## src/rtl/decode_pkg.sv

```systemverilog
// decode_pkg: opcode encoding, flag table and per-slot decoded record shared by the decode stage.
package decode_pkg;
    typedef enum logic [3:0] {
        OP_NOP     = 4'd0,
        OP_ALU     = 4'd1,
        OP_ALU_IMM = 4'd2
    } opcode_e;

    localparam int F_WR_A = 0;
    localparam int F_WR_C = 1;
    localparam int F_RD_A = 2;
    localparam int F_RD_B = 3;

    // Tag storage is sized for the widest supported TAG_W; the stage uses the low TAG_W bits.
    localparam int TAG_MAX_W = 8;

    localparam logic [15:0] FLAG_TABLE [16] = '{
        16'h0000, 16'h801E, 16'h8016, 16'h0000,
        16'h0000, 16'h0000, 16'h0000, 16'h0000,
        16'h0000, 16'h0000, 16'h0000, 16'h0000,
        16'h0000, 16'h0000, 16'h0000, 16'h0000
    };

    typedef struct packed {
        logic                 mask;
        logic [1:0][4:0]      readregs;
        logic [4:0]           writereg;
        logic [7:0]           flags;
        logic [3:0]           fuid;
        logic [TAG_MAX_W-1:0] tag;
    } decoded_slot_t;
endpackage

```

## src/rtl/slot_decode.sv

```systemverilog
// slot_decode: combinational decode of one 16-bit instruction through the flag table.
module slot_decode
    import decode_pkg::*;
(
    input  logic [15:0]   instr,
    output decoded_slot_t slot
);
    logic [15:0] f;

    always_comb begin
        f = FLAG_TABLE[instr[3:0]];
        slot = '0;
        slot.mask = 1'b1;
        slot.writereg = f[F_WR_A] ? {instr[15:12], 1'b1} : f[F_WR_C] ? {instr[7:4], 1'b1} : 5'd0;
        slot.readregs[0] = f[F_RD_A] ? {instr[15:12], 1'b1} : 5'd0;
        slot.readregs[1] = f[F_RD_B] ? {instr[11:8], 1'b1} : 5'd0;
        slot.flags = f[15:8];
        slot.fuid = f[7:4];
    end
endmodule

```

## src/rtl/decode_stage.sv

```systemverilog
// decode_stage: registered WIDTH-slot decode with sequence tagging, intra-group RAW flags
// and a one-entry skid buffer so in_ready comes straight from a flop.
module decode_stage
    import decode_pkg::*;
#(
    parameter int WIDTH = 2,
    parameter int TAG_W = 6
) (
    input  logic                     clk,
    input  logic                     rst,
    input  logic                     flush,
    input  logic                     in_valid,
    output logic                     in_ready,
    input  logic [WIDTH-1:0]         in_mask,
    input  logic [WIDTH*16-1:0]      in_instr,
    output logic                     out_valid,
    input  logic                     out_ready,
    output logic [WIDTH-1:0]         out_mask,
    output logic [WIDTH*10-1:0]      out_readregs,
    output logic [WIDTH*5-1:0]       out_writereg,
    output logic [WIDTH*8-1:0]       out_flags,
    output logic [WIDTH*4-1:0]       out_fuid,
    output logic [WIDTH*TAG_W-1:0]   out_tag,
    output logic [WIDTH*WIDTH-1:0]   out_dep
);
    decoded_slot_t            dec [WIDTH];
    decoded_slot_t            grp [WIDTH];
    decoded_slot_t            out_q [WIDTH];
    decoded_slot_t            skid_q [WIDTH];
    logic [WIDTH*WIDTH-1:0]   dep, dep_q, skid_dep_q;
    logic [TAG_W-1:0]         tag_q, cnt;
    logic                     out_v, skid_v, accept;

    for (genvar i = 0; i < WIDTH; i++) begin : g_slot
        slot_decode u_dec (.instr(in_instr[i*16 +: 16]), .slot(dec[i]));
    end

    // Masked slots are zeroed so they can never match in the dependency check.
    always_comb begin
        cnt = tag_q;
        dep = '0;
        for (int i = 0; i < WIDTH; i++) begin
            grp[i] = '0;
            if (in_mask[i]) begin
                grp[i] = dec[i];
                grp[i].tag = TAG_MAX_W'(cnt);
                cnt = cnt + TAG_W'(1);
            end
        end
        for (int j = 0; j < WIDTH; j++)
            for (int k = 0; k < j; k++)
                dep[j*WIDTH+k] = grp[j].mask && grp[k].mask && grp[k].writereg != 5'd0 &&
                    (grp[k].writereg == grp[j].readregs[0] || grp[k].writereg == grp[j].readregs[1]);
    end

    assign in_ready  = !skid_v;
    assign out_valid = out_v;
    assign accept    = in_valid && !skid_v && |in_mask && !flush;

    always_ff @(posedge clk) begin
        if (rst) begin
            out_v <= 1'b0;
            skid_v <= 1'b0;
            tag_q <= '0;
            out_q <= '{default: '0};
            dep_q <= '0;
        end else if (flush) begin
            out_v <= 1'b0;
            skid_v <= 1'b0;
        end else begin
            if (!out_v || out_ready) begin
                if (skid_v) begin
                    out_q <= skid_q;
                    dep_q <= skid_dep_q;
                    skid_v <= 1'b0;
                end else if (accept) begin
                    out_q <= grp;
                    dep_q <= dep;
                end
                out_v <= skid_v || accept;
            end else if (accept) begin
                skid_q <= grp;
                skid_dep_q <= dep;
                skid_v <= 1'b1;
            end
            if (accept) tag_q <= cnt;
        end
    end

    always_comb begin
        out_dep = dep_q;
        for (int i = 0; i < WIDTH; i++) begin
            out_mask[i] = out_q[i].mask;
            out_readregs[i*10 +: 10] = out_q[i].readregs;
            out_writereg[i*5 +: 5] = out_q[i].writereg;
            out_flags[i*8 +: 8] = out_q[i].flags;
            out_fuid[i*4 +: 4] = out_q[i].fuid;
            out_tag[i*TAG_W +: TAG_W] = out_q[i].tag[TAG_W-1:0];
        end
    end
endmodule

```

## config.mk

```make
export PLATFORM = sky130hd
export DESIGN_NAME = decode_stage
export DESIGN_NICKNAME = d
export VERILOG_FILES = /design/src/rtl/decode_pkg.sv /design/src/rtl/slot_decode.sv /design/src/rtl/decode_stage.sv
export SDC_FILE = /design/constraint.sdc
export NUM_CORES = 1
export LEC_CHECK = 0
export CAP_MARGIN = 20
export CORE_ASPECT_RATIO = 1.1
export CORE_UTILIZATION = 45
export DETAILED_ROUTE_END_ITERATION = 16
export PLACE_DENSITY = 0.69
export SYNTH_ARGS = -nofsm -noshare
export SYNTH_HDL_FRONTEND = slang
export SYNTH_HIERARCHICAL = 1
export SYNTH_SLANG_ARGS = --single-unit
```

## constraint.sdc

```tcl
create_clock -name clk -period 16.7 [get_ports clk]
set_clock_uncertainty 0.05 [all_clocks]
set_input_delay 1.67 -clock clk [delete_from_list [all_inputs] [get_ports clk]]
set_output_delay 1.67 -clock clk [all_outputs]
set_load 0.01 [all_outputs]
```

## Word-level counts from Yosys, hierarchy flattened

Memory sizes are Yosys's and may differ from the RTL's.
Index checks and enable logic that the tools add are counted.

| operators by class | value |
|---|---|
| add/subtract/negate cells | 2 |
| order comparisons | 2 |
| equal/unequal tests | 2 |
| muxes and demuxes | 20 |
| bitwise logic cells | 5 |
| reduce and logical (&&, ||, !) cells | 20 |

Operators by type and width:

| kind | number |
|---|---|
| two-way mux 72 bit | 2 |
| two-way mux 36 bit | 2 |
| two-way mux 16 bit | 4 |
| two-way mux 5 bit | 8 |
| adder 6 x 1 -> 6 bit, second input constant | 2 |
| two-way mux 6 bit | 2 |
| equality test 5 bit | 2 |
| >= comparator 5 bit, second input constant | 2 |
| NOT 4 -> 5 bit | 2 |
| two-way mux 4 bit | 2 |
| logical AND 1 bit | 6 |
| nonzero test 5 bit | 1 |
| AND reduction 4 bit | 1 |
| OR reduction 2 bit | 2 |
| logical NOT 1 bit | 3 |
| logical OR 1 bit | 3 |
| NOT 1 bit | 3 |
| AND reduction 3 bit | 1 |
| OR reduction 3 bit | 1 |
| AND reduction 2 bit | 1 |
| nonzero test 2 bit | 1 |

| storage, ports and cells | value |
|---|---|
| flip-flop bits (word level) | 153 |
| memory bits (read-only) | 512 |
| bits of input ports | 39 |
| output and inout bits | 74 |
| logic and storage cells | 86 |
| memories kept | 2 |

Memory list:

| name | words | width | read ports | clocked after memory_dff | wr ports | RTL line | RTL |
|---|---|---|---|---|---|---|---|
| (no name shown) | 16 | 16 | 1 | 0 | 0 | slot_decode.sv:11 | `f = FLAG_TABLE[instr[3:0]];` |
| (no name shown) | 16 | 16 | 1 | 0 | 0 | slot_decode.sv:11 |  |

## Depth between registers and ports, before layout

Gate-level depths: netlist (run 1).

| logic depth | value |
|---|---|
| depth in word-level cells | 12 |
| mapped depth | 10 |
| mapped depth without buffers | 9 |

## Hierarchy

The synthesis (run 1) kept the hierarchy.

By module, submodules not included:

| module | times used | cells each | area an instance (µm²) | sequential area each (µm²) |
|---|---|---|---|---|
| decode_stage | 1 | 591 | 6,369.9 | 3,613.5 |
| slot_decode | 2 | 43 | 407.9 | 0.0 |

## Worst setup path before layout (run 1)

Ideal clock, no wire load.

| path | value |
|---|---|
| path type | input port to flip-flop |
| start point | input rst |
| end point | register skid_dep_q[2], enable pin |
| library setup time | 581 ps |
| arrival | 6,851 ps |
| required time | 16,069 ps |
| path slack | 9,218 ps |
| stages | 3 |
| path buffers | 1 |
| cells stage by stage | clkbuf_1 -> or3_1 -> nor3_1 |

| on the way | value |
|---|---|
| word-level cells in the longest chain between the ends | 2 |

RTL lines:

| element | RTL line | RTL |
|---|---|---|
| start, declared | decode_stage.sv:10 | `input logic rst,` |
| NOT 1 bit (no source line) | n/a |  |
| AND reduction 4 bit (no source line) | n/a |  |
| end signal, assigned | decode_stage.sv:83 | `skid_dep_q <= dep;` |
| end, declared | decode_stage.sv:30 | `logic [WIDTH*WIDTH-1:0] dep, dep_q, skid_dep_q;` |

No other way between the ends.
A chain may end at the register's enable or synchronous reset.

## Final worst setup path (run 1)

| path | value |
|---|---|
| start point | input in_mask[0] |
| end point | register dep_q[2] (netlist: out_dep[2]) |

| on the way | value |
|---|---|
| word-level cells in the longest chain between the ends | 6 |
| elaborated cells between the ends (all ways) | 15 |
| classes of those cells | eq/ne: 2; mux: 3; reduce/logical: 10 |

RTL lines:

| element | RTL line | RTL |
|---|---|---|
| start, declared | decode_stage.sv:14 | `input logic [WIDTH-1:0] in_mask,` |
| two-way mux 36 bit | decode_stage.sv:44 | `if (in_mask[i]) begin` |
| equality test 5 bit, or another cell as far along | decode_stage.sv:53 | `(grp[k].writereg == grp[j].readregs[0] \|\| grp[k].writereg == grp[j].readregs[1]);` |
| logical OR 1 bit / logical AND 1 bit (equally long branches) | decode_stage.sv:53, decode_stage.sv:52 |  |
| logical AND 1 bit | decode_stage.sv:52 | `dep[j*WIDTH+k] = grp[j].mask && grp[k].mask && grp[k].writereg != 5'd0 &&` |
| two-way mux 4 bit | decode_stage.sv:76 | `end else if (accept) begin` |
| two-way mux 4 bit | decode_stage.sv:72 | `if (skid_v) begin` |
| end signal, assigned | decode_stage.sv:74 | `dep_q <= skid_dep_q;` |
| end signal, assigned | decode_stage.sv:78 | `dep_q <= dep;` |
| end, declared | decode_stage.sv:30 |  |

Parallel ways exist; a longest one is shown, timed or not. The select of a mux whose other input is x is not followed.

==> results of run 1 <==
[layout make-up]
| type | count | share of cell area (%) |
|---|---|---|
| clock buffers | 28 | 6.01 |
| clock inverters | 4 | 0.537 |
| inverters | 17 | 0.754 |
| multi-input cells | 434 | 34.6 |
| flip-flops and latches | 146 | 41.9 |
| well taps | 196 | 2.84 |
| repair buffers | 118 | 13.4 |
[per-layer routing]
metal	wire, um	share of wire, %
met5	0	0
met4	136	0.95
met3	473	3.3
met2	7000	49
met1	6700	47
[final timing paths]
kind / end / startpoint / slack (ns)
min: out_flags[7] / out_flags[7] / 0.44
max reg2reg: out_dep[2] / skid_v / 13.81
min reg2reg: out_flags[7] / out_flags[7] / 0.44
max: out_dep[2] / in_mask[0] / 12.06
[worst max-delay path, stage by stage]
cell and delay (ns):
clkdlybuf4s50_1 0.49, buf_4 0.38, o21ai_1 0.20, nor2_1 0.12, nor2_1 0.09, nor2_4 0.75, buf_4 0.82, nor2_1 0.09
a311oi_1 0.27
[power breakdown]
part | internal (uW) | switching, uW | total (uW) | leakage, uW
clock | 226 | 134 | 359 | 0.000278
sequential | 381 | 4.83 | 386 | 0.00135
combinational | 37.3 | 37.8 | 75.2 | 0.00179
[sequential cells by signal, summed over array words and instances, names as in the netlist]
signal,flops
out_readregs,20
out_tag,12
out_dep,1
out_mask,2
skid_q,68
out_fuid,8
out_writereg,10
skid_v,1
tag_q,6
out_valid,1
skid_dep_q,1
out_flags,16
[per-stage QoR]
stage | instance area [sq um] | power [uW] | utilization [%] | instances
2_1_floorplan | 7140 | 442 | - | 681
6_report | 8620 | 821 | 56.8 | 943
5_1_grt | 8620 | 854 | 56.8 | 943
3_5_place_dp | 8060 | 469 | 53.1 | 911
4_1_cts | 8620 | 829 | 56.8 | 943
3_3_place_gp | 8060 | 467 | 53.1 | 911
==> flow_metrics.tcl, run 1 <==
set metrics [dict create \
    overflow 0 \
    grt_pass1_vias 4575 \
    powerDensity_mw_per_mm2 95.2 \
    mostFrequentLayoutCell "clkdlybuf4s50_1" \
    cts-buffers-inserted 17 \
    busiest_layer "met2" \
    start_util_pct 46.6 \
    cp.required_ns 16.96 \
    hold-path-cell-count 2 \
    final_nets 779 \
    tightest_slew_ns 0.950 \
    core-area_sq_mm 0.0152 \
    met1_usage_pct 24.6 \
    reg2regPathDepth 6 \
    cp-start-kind "input port" \
    hpwl_um 9720 \
    layout_common_cells "clkdlybuf4s50_1 (108), nor2_1 (93), dfxtp_1 (77)" \
    rsz0062_at_grt "no" \
    diodes 0 \
    gp_congestion 0.815 \
    synth_cells 661 \
    ys_warn_count 6 \
    grt_max_degree 95 \
    worst_slack_ns 12.06 \
    min_path_type "reg2reg" \
    detail_route.wl_per_cell_um 15.2 \
    path_clk_slew_ns 0.06 \
    whs_ns 0.444 \
    max_freq_mhz 216 \
    portBuffers 109 \
    cts_tree "done" \
    end_kind "flip-flop" \
    fp.dieH_um 133 \
    power.leakage_uw 0.00341 \
    multiInputGateArea_sq_mm 0.00298 \
    seq_area_sq_mm 0.00361 \
    root_buffer "clkbuf_16" \
    arrival_ns 4.90 \
    post-route-drc-count 0 \
    syn_area_sq_mm 0.00707 \
    finalCritPeriodShare_pct 27.8 \
    die_w_um 121 \
    post_cts_resize_count 0 \
    grt_pass1_wl_um 23000 \
    crit_fanout 94 \
    irDropWorstVdd_mv 0.0550 \
    vias 4893 \
    finalSetupViolCount 0 \
    finalMaxSlewViolations 0 \
    hold_viol_final 0 \
    grt_use_met2_pct 29.1 \
    rows 47 \
    cts.sinks 146 \
    ctsHtreeMaxLevel 4 \
    maxCapViolations 0 \
    via_per_inst 5.19 \
    finalWirelength_um 14300 \
    final.setup.tns_ns 0 \
    first_pass_iters 5 \
    ant_nets 0 \
    cts_hold_buf 0 \
    antenna_found_initial 0 \
    status "finished clean" \
    drt_iter0_drc 219 \
    ios 113 \
    critPathKind "in2reg" \
    maxSlewHeadroom_pct 36.7 \
    max-clock-path-buffers 2 \
    place_ws_ns 11.63 \
    gr-usage-met3_pct 4.11 \
    insertion_delay_ns 0.41 \
    syn_avg_cell_area_sq_um 10.7 \
    grtUsageTotal_pct 18.2 \
    dieArea_sq_mm 0.0162 \
    fillCellCount 1324 \
    layout-drive-gt1-share_pct 9.10 \
    fin_crit_ns 4.64 \
    area_growth_pct 22.1 \
    post_cts_buffers 0 \
]
Note: power is estimated with default switching activity, not from simulation.
==> run 2, diff against run 1 <==
--- a/config.mk
+++ b/config.mk
@@ -9,7 +9,7 @@
 export CORE_ASPECT_RATIO = 1.1
 export CORE_UTILIZATION = 45
 export DETAILED_ROUTE_END_ITERATION = 16
-export PLACE_DENSITY = 0.69
+export PLACE_DENSITY = 0.71
 export SYNTH_ARGS = -nofsm -noshare
 export SYNTH_HDL_FRONTEND = slang
 export SYNTH_HIERARCHICAL = 1
==> constraint.sdc (replaced) <==
create_clock -name clk -period 4 [get_ports clk]
set_clock_uncertainty 0.05 [all_clocks]
set_input_delay 0.4 -clock clk [delete_from_list [all_inputs] [get_ports clk]]
set_output_delay 0.4 -clock clk [all_outputs]
set_load 0.01 [all_outputs]
==> run 2 against run 1 <==
Effect of this change:
- non-clock buffer count grew 4
- setup slack lost 11 ns
- critical endpoint unchanged
- first-iteration DRC count is 15% higher
==> flow_metrics.tcl, run 2 (same netlist as run 1, synthesis figures left out) <==
set metrics [dict create \
    reg2regPathDepth 9 \
    grtUsageTotal_pct 19.9 \
    diodes 0 \
    insertion_delay_ns 0.42 \
    whs_ns 0.295 \
    grt_max_degree 85 \
    cts_tree "done" \
    largest-register "skid_q" \
    max-clock-path-buffers 2 \
    overflow 0 \
    core-area_sq_mm 0.0152 \
    fin_crit_ns 2.99 \
    p_int_uw 2930 \
    placed_area_sq_mm 0.00813 \
    vias 4988 \
    grt_pass1_vias 5047 \
    r2r_start "tag_q[1]" \
    p_sw_uw 778 \
    post-route-drc-count 0 \
    comb_power_share_pct 8.7 \
    hold_viol_final 0 \
    hold-path-cell-count 3 \
    post_cts_resize_count 0 \
    fin_area_sq_mm 0.00881 \
    ant_nets 0 \
    finalMaxSlewViolations 0 \
    maxCapViolations 0 \
    cts_hold_buf 0 \
    max_freq_mhz 335 \
    irDropWorstVdd_mv 0.252 \
    mostFrequentLayoutCell "clkdlybuf4s50_1" \
    via_per_inst 5.27 \
    r2r_slack_ns 1.81 \
    dieArea_sq_mm 0.0162 \
    clock_power_share_pct 47.9 \
    critPathKind "in2reg" \
    portBuffers 109 \
    path_clk_slew_ns 0.06 \
    hpwl_um 10100 \
    post_cts_buffers 0 \
    finalWirelength_um 15100 \
    cts.sinks 146 \
    grt_pass1_wl_um 25200 \
    cp.required_ns 4.28 \
    crit_chain "clkdlybuf4s50_1, inv_1, ha_1, nor4b_2, nor4bb_1, a31oi_1, a2bb2oi_1, nor3_1, o21ai_0, a311oi_1" \
    largest_register_ffs 68 \
    ios 113 \
    cp-start-kind "input port" \
    slowest_delay_ns 0.73 \
    antenna_found_initial 0 \
    start_util_pct 46.6 \
    rsz0062_at_grt "no" \
    end_kind "flip-flop" \
    min_path_type "in2reg" \
    area_growth_pct 24.7 \
    arrival_ns 3.27 \
    final_core_util_pct 58.1 \
    finalCritPeriodShare_pct 74.7 \
    power_frac_seq_pct 43.5 \
    root_buffer "clkbuf_16" \
    final_nets 783 \
    timing.rr.end "tag_q[4]" \
    layout_common_cells "clkdlybuf4s50_1 (108), nor2_1 (93), dfxtp_1 (77)" \
    rows 47 \
    gp_congestion 0.783 \
    swShare_pct 21.0 \
    ctsHtreeMaxLevel 4 \
    powerDensity_mw_per_mm2 421 \
    tightest_slew_ns 0.870 \
    maxSlewHeadroom_pct 42.0 \
    die_w_um 121 \
    final.setup.tns_ns 0 \
    endpoint "out_dep[2]" \
    status "finished clean" \
    critPathLaunch "in_instr[1]" \
    detail_route.wl_per_cell_um 16.0 \
    first_pass_iters 5 \
    drt_iter0_drc 252 \
    fp.dieH_um 133 \
    finalSetupViolCount 0 \
    critical-path-slowest-cell "nor4b_2" \
    cts-buffers-inserted 17 \
    layout-drive-gt1-share_pct 9.99 \
    crit_fanout 9 \
    power.leakage_uw 0.00349 \
]
run 2: changes by cell type in the layout (fill, tap and decap cells not counted), sizes merged:
cell    change
buf         +4
bufinv      +5
clkbuf      -8
clkinv      +4
inv         -1
run 2: cell type report:
cell class	count	area, sq um
Tap cell	196	245
Clock buffer	20	447
Inverter	17	65.1
Fill cell	1300	6360
Timing Repair Buffer	122	1240
Sequential cell	146	3610
Multi-Input combinational cell	434	2990
Clock inverter	12	211
run 2: how the worst min path moves through the flow:
| stage | slack, ns | start | to |
|---|---|---|---|
| 6_report | 0.29 | rst | skid_v |
| 3_3_place_gp | 0.44 | out_readregs[9] | out_readregs[9] |
| 5_1_grt | 0.32 | rst | skid_v |
| 2_1_floorplan | 0.43 | tag_q[5] | tag_q[5] |
| 4_1_cts | 0.28 | rst | skid_v |
| 3_5_place_dp | 0.44 | out_tag[0] | out_tag[0] |
run 2: through the flow:
step	total power, uW	setup slack (ns)	std cells
2_1_floorplan	1850	0.941	681
3_3_place_gp	1950	0.837	914
3_5_place_dp	1960	0.627	914
4_1_cts	3730	1.00	946
5_1_grt	3830	0.887	947
6_report	3710	1.01	947
run 2: critical path, delay by kind of cell:
| family | cells | cell delay, ns |
|---|---|---|
| AND/OR/NAND/NOR | 3 | 1.29 |
| buffers and inverters | 2 | 0.51 |
| adder cells (fa/ha/maj) | 1 | 0.45 |
| AO/OA/AOI/OAI | 4 | 0.60 |
run 2: layer usage:
layer  up-vias  routed length (um)  GRT usage [%]
met5         -                   0              0
met4         0                 234           8.44
met3        24                 621           3.90
met2       131                7580           32.2
met1      2357                6710           25.8
li1       2476                   -              -
run 2: power groups by stage:
stage | combinational, uW | clock (uW) | sequential [uW]
floorplan | 190 | 0 | 1650
global placement | 312 | 0 | 1640
detailed placement | 318 | 0 | 1640
CTS | 320 | 1800 | 1610
global route | 353 | 1860 | 1620
finish | 321 | 1770 | 1610
==> run 3, diff against run 2 <==
==> constraint.sdc (replaced) <==
create_clock -name clk -period 2.65 [get_ports clk]
set_clock_uncertainty 0.05 [all_clocks]
set_input_delay 0.265 -clock clk [delete_from_list [all_inputs] [get_ports clk]]
set_output_delay 0.265 -clock clk [all_outputs]
set_load 0.01 [all_outputs]
==> run 3 against run 2 <==
Effect of this change:
- critical path depth decreased by 1
- register-to-register slack got worse by 1.4 ns
- utilization increased by 1.0 points
- via count increased by 1.4%
- largest cell class unchanged
- combinational power increased by 60%
- sequential power increased by 51%
- flip-flop and latch count unchanged
- non-clock buffer count increased by 23
- clock power increased by 50%
- global-route usage increased by 0.37 points
- critical path type unchanged
==> flow_metrics.tcl, run 3 (same netlist as run 1, synthesis figures left out) <==
set metrics [dict create \
    critPathKind "in2reg" \
    grt_max_degree 79 \
    p_sw_uw 1260 \
    diodes 0 \
    finalCritPeriodShare_pct 90.7 \
    cts_tree "done" \
    hold_viol_final 0 \
    layout-drive-gt1-share_pct 13.4 \
    max_freq_mhz 416 \
    maxSlewHeadroom_pct 34.9 \
    min_path_type "in2reg" \
    hp-start "rst" \
    finalWirelength_um 15700 \
    hpwl_um 10500 \
    vias 5058 \
    power.leakage_uw 0.00359 \
    ctsHtreeMaxLevel 4 \
    start_util_pct 46.6 \
    core-area_sq_mm 0.0152 \
    power_frac_seq_pct 43.4 \
    mostFrequentLayoutCell "clkdlybuf4s50_1" \
    root_buffer "clkbuf_16" \
    drt_iter0_drc 303 \
    post-route-drc-count 0 \
    arrival_ns 2.69 \
    ios 113 \
    final_nets 806 \
    cp-start-kind "input port" \
    routed-wl-met3_um 612 \
    detail_route.wl_per_cell_um 16.1 \
    met1_length_um 7310 \
    powerDensity_mw_per_mm2 625 \
    ant_nets 0 \
    maxCapViolations 0 \
    clock_power_share_pct 47.5 \
    timing.rr.end "tag_q[4]" \
    rsz0062_at_grt "no" \
    rows 47 \
    min_to "skid_v" \
    slowest_delay_ns 0.46 \
    dieArea_sq_mm 0.0162 \
    max-clock-path-buffers 2 \
    portBuffers 109 \
    end_kind "flip-flop" \
    via_per_inst 5.21 \
    first_pass_iters 4 \
    status "finished clean" \
    met2WireLength_um 7510 \
    overflow 0 \
    r2r_slack_ns 0.45 \
    gp_congestion 0.840 \
    path_clk_slew_ns 0.06 \
    cts-buffers-inserted 17 \
    critical-path-slowest-cell "clkdlybuf4s50_1" \
    insertion_delay_ns 0.42 \
    irDropWorstVdd_mv 0.373 \
    crit_chain "clkdlybuf4s50_1, inv_1, ha_1, nor4b_4, o22ai_1, o311ai_0, o211a_1, o21ai_0, a311oi_1" \
    largest_register_ffs 68 \
    top_layer "met4" \
    worst_slack_ns 0.245 \
    grt_pass1_wl_um 25500 \
    grtUsageTotal_pct 20.2 \
    swShare_pct 22.5 \
    fin_crit_ns 2.40 \
    post_cts_resize_count 0 \
    tightest_slew_ns 0.976 \
    area_growth_pct 26.9 \
    finalMaxSlewViolations 0 \
    crit_fanout 6 \
    largest-register "skid_q" \
    reg2regPathDepth 9 \
    die_w_um 121 \
    antenna_found_initial 0 \
    place_ws_ns -0.151 \
    hold-path-cell-count 3 \
    cts_hold_buf 0 \
    p_int_uw 4340 \
    final_core_util_pct 59.1 \
    layout_common_cells "clkdlybuf4s50_1 (108), nor2_1 (93), dfxtp_1 (76)" \
    fp.dieH_um 133 \
    grt_pass1_vias 5009 \
    comb_power_share_pct 9.1 \
    cts.sinks 146 \
    r2r_start "tag_q[1]" \
    finalSetupViolCount 0 \
    post_cts_buffers 0 \
    cp.required_ns 2.93 \
]
==> run 3: area by class of cell <==
type	instances	area, sq um
clock buffer	17	425
clock inverter	15	230
fill	1310	6200
inverter	17	65.1
multi-input combinational	434	2990
sequential	146	3610
tap	196	245
timing repair buffer	145	1390
==> run 3: power by group through the flow <==
stage | registers, uW | clock network (uW) | logic [uW]
detailed placement | 2480 | 0 | 510
global route | 2440 | 2800 | 560
global placement | 2480 | 0 | 502
CTS | 2430 | 2690 | 513
finish | 2430 | 2660 | 512
floorplan | 2500 | 0 | 289
==> run 3: worst max-delay path by stage <==
| stage | from | endpoint | cells after the start |
|---|---|---|---|
| final | in_instr[1] | out_dep[2] | 9 |
| after global routing | in_instr[1] | skid_dep_q[2] | 9 |
| after CTS | in_instr[1] | out_dep[2] | 9 |
| after detailed placement | in_instr[1] | out_dep[2] | 9 |
| after global placement | in_instr[1] | out_dep[2] | 11 |
| after floorplan | rst | skid_dep_q[2] | 3 |
==> run 3: worst max-delay path, delay by kind of cell <==
kind / cells / cell delay, ns
fa+ha+maj: 1 / 0.41
buf+inv: 2 / 0.51
compound gates: 5 / 1.08
simple gates: 1 / 0.43
==> run 3: layer usage <==
metal | vias up | GRT usage [%]
met3 | 19 | 3.38
met4 | 0 | 7.41
met1 | 2396 | 26.7
met5 | - | 0
li1 | 2527 | -
met2 | 116 | 33.2
==> run 3: through the flow <==
| step | instance area [sq um] | std cells | setup TNS (ns) | hold WS (ns) | power, uW |
|---|---|---|---|---|---|
| 6_report | 8970 | 970 | 0 | 0.104 | 5600 |
| 2_1_floorplan | 7170 | 681 | -16.57 | 0.286 | 2790 |
| 3_5_place_dp | 8310 | 938 | -0.291 | 0.441 | 2990 |
| 4_1_cts | 8970 | 970 | 0 | 0.0984 | 5640 |
| 3_3_place_gp | 8310 | 938 | -0.166 | 0.437 | 2980 |
| 5_1_grt | 8970 | 970 | 0 | 0.101 | 5790 |
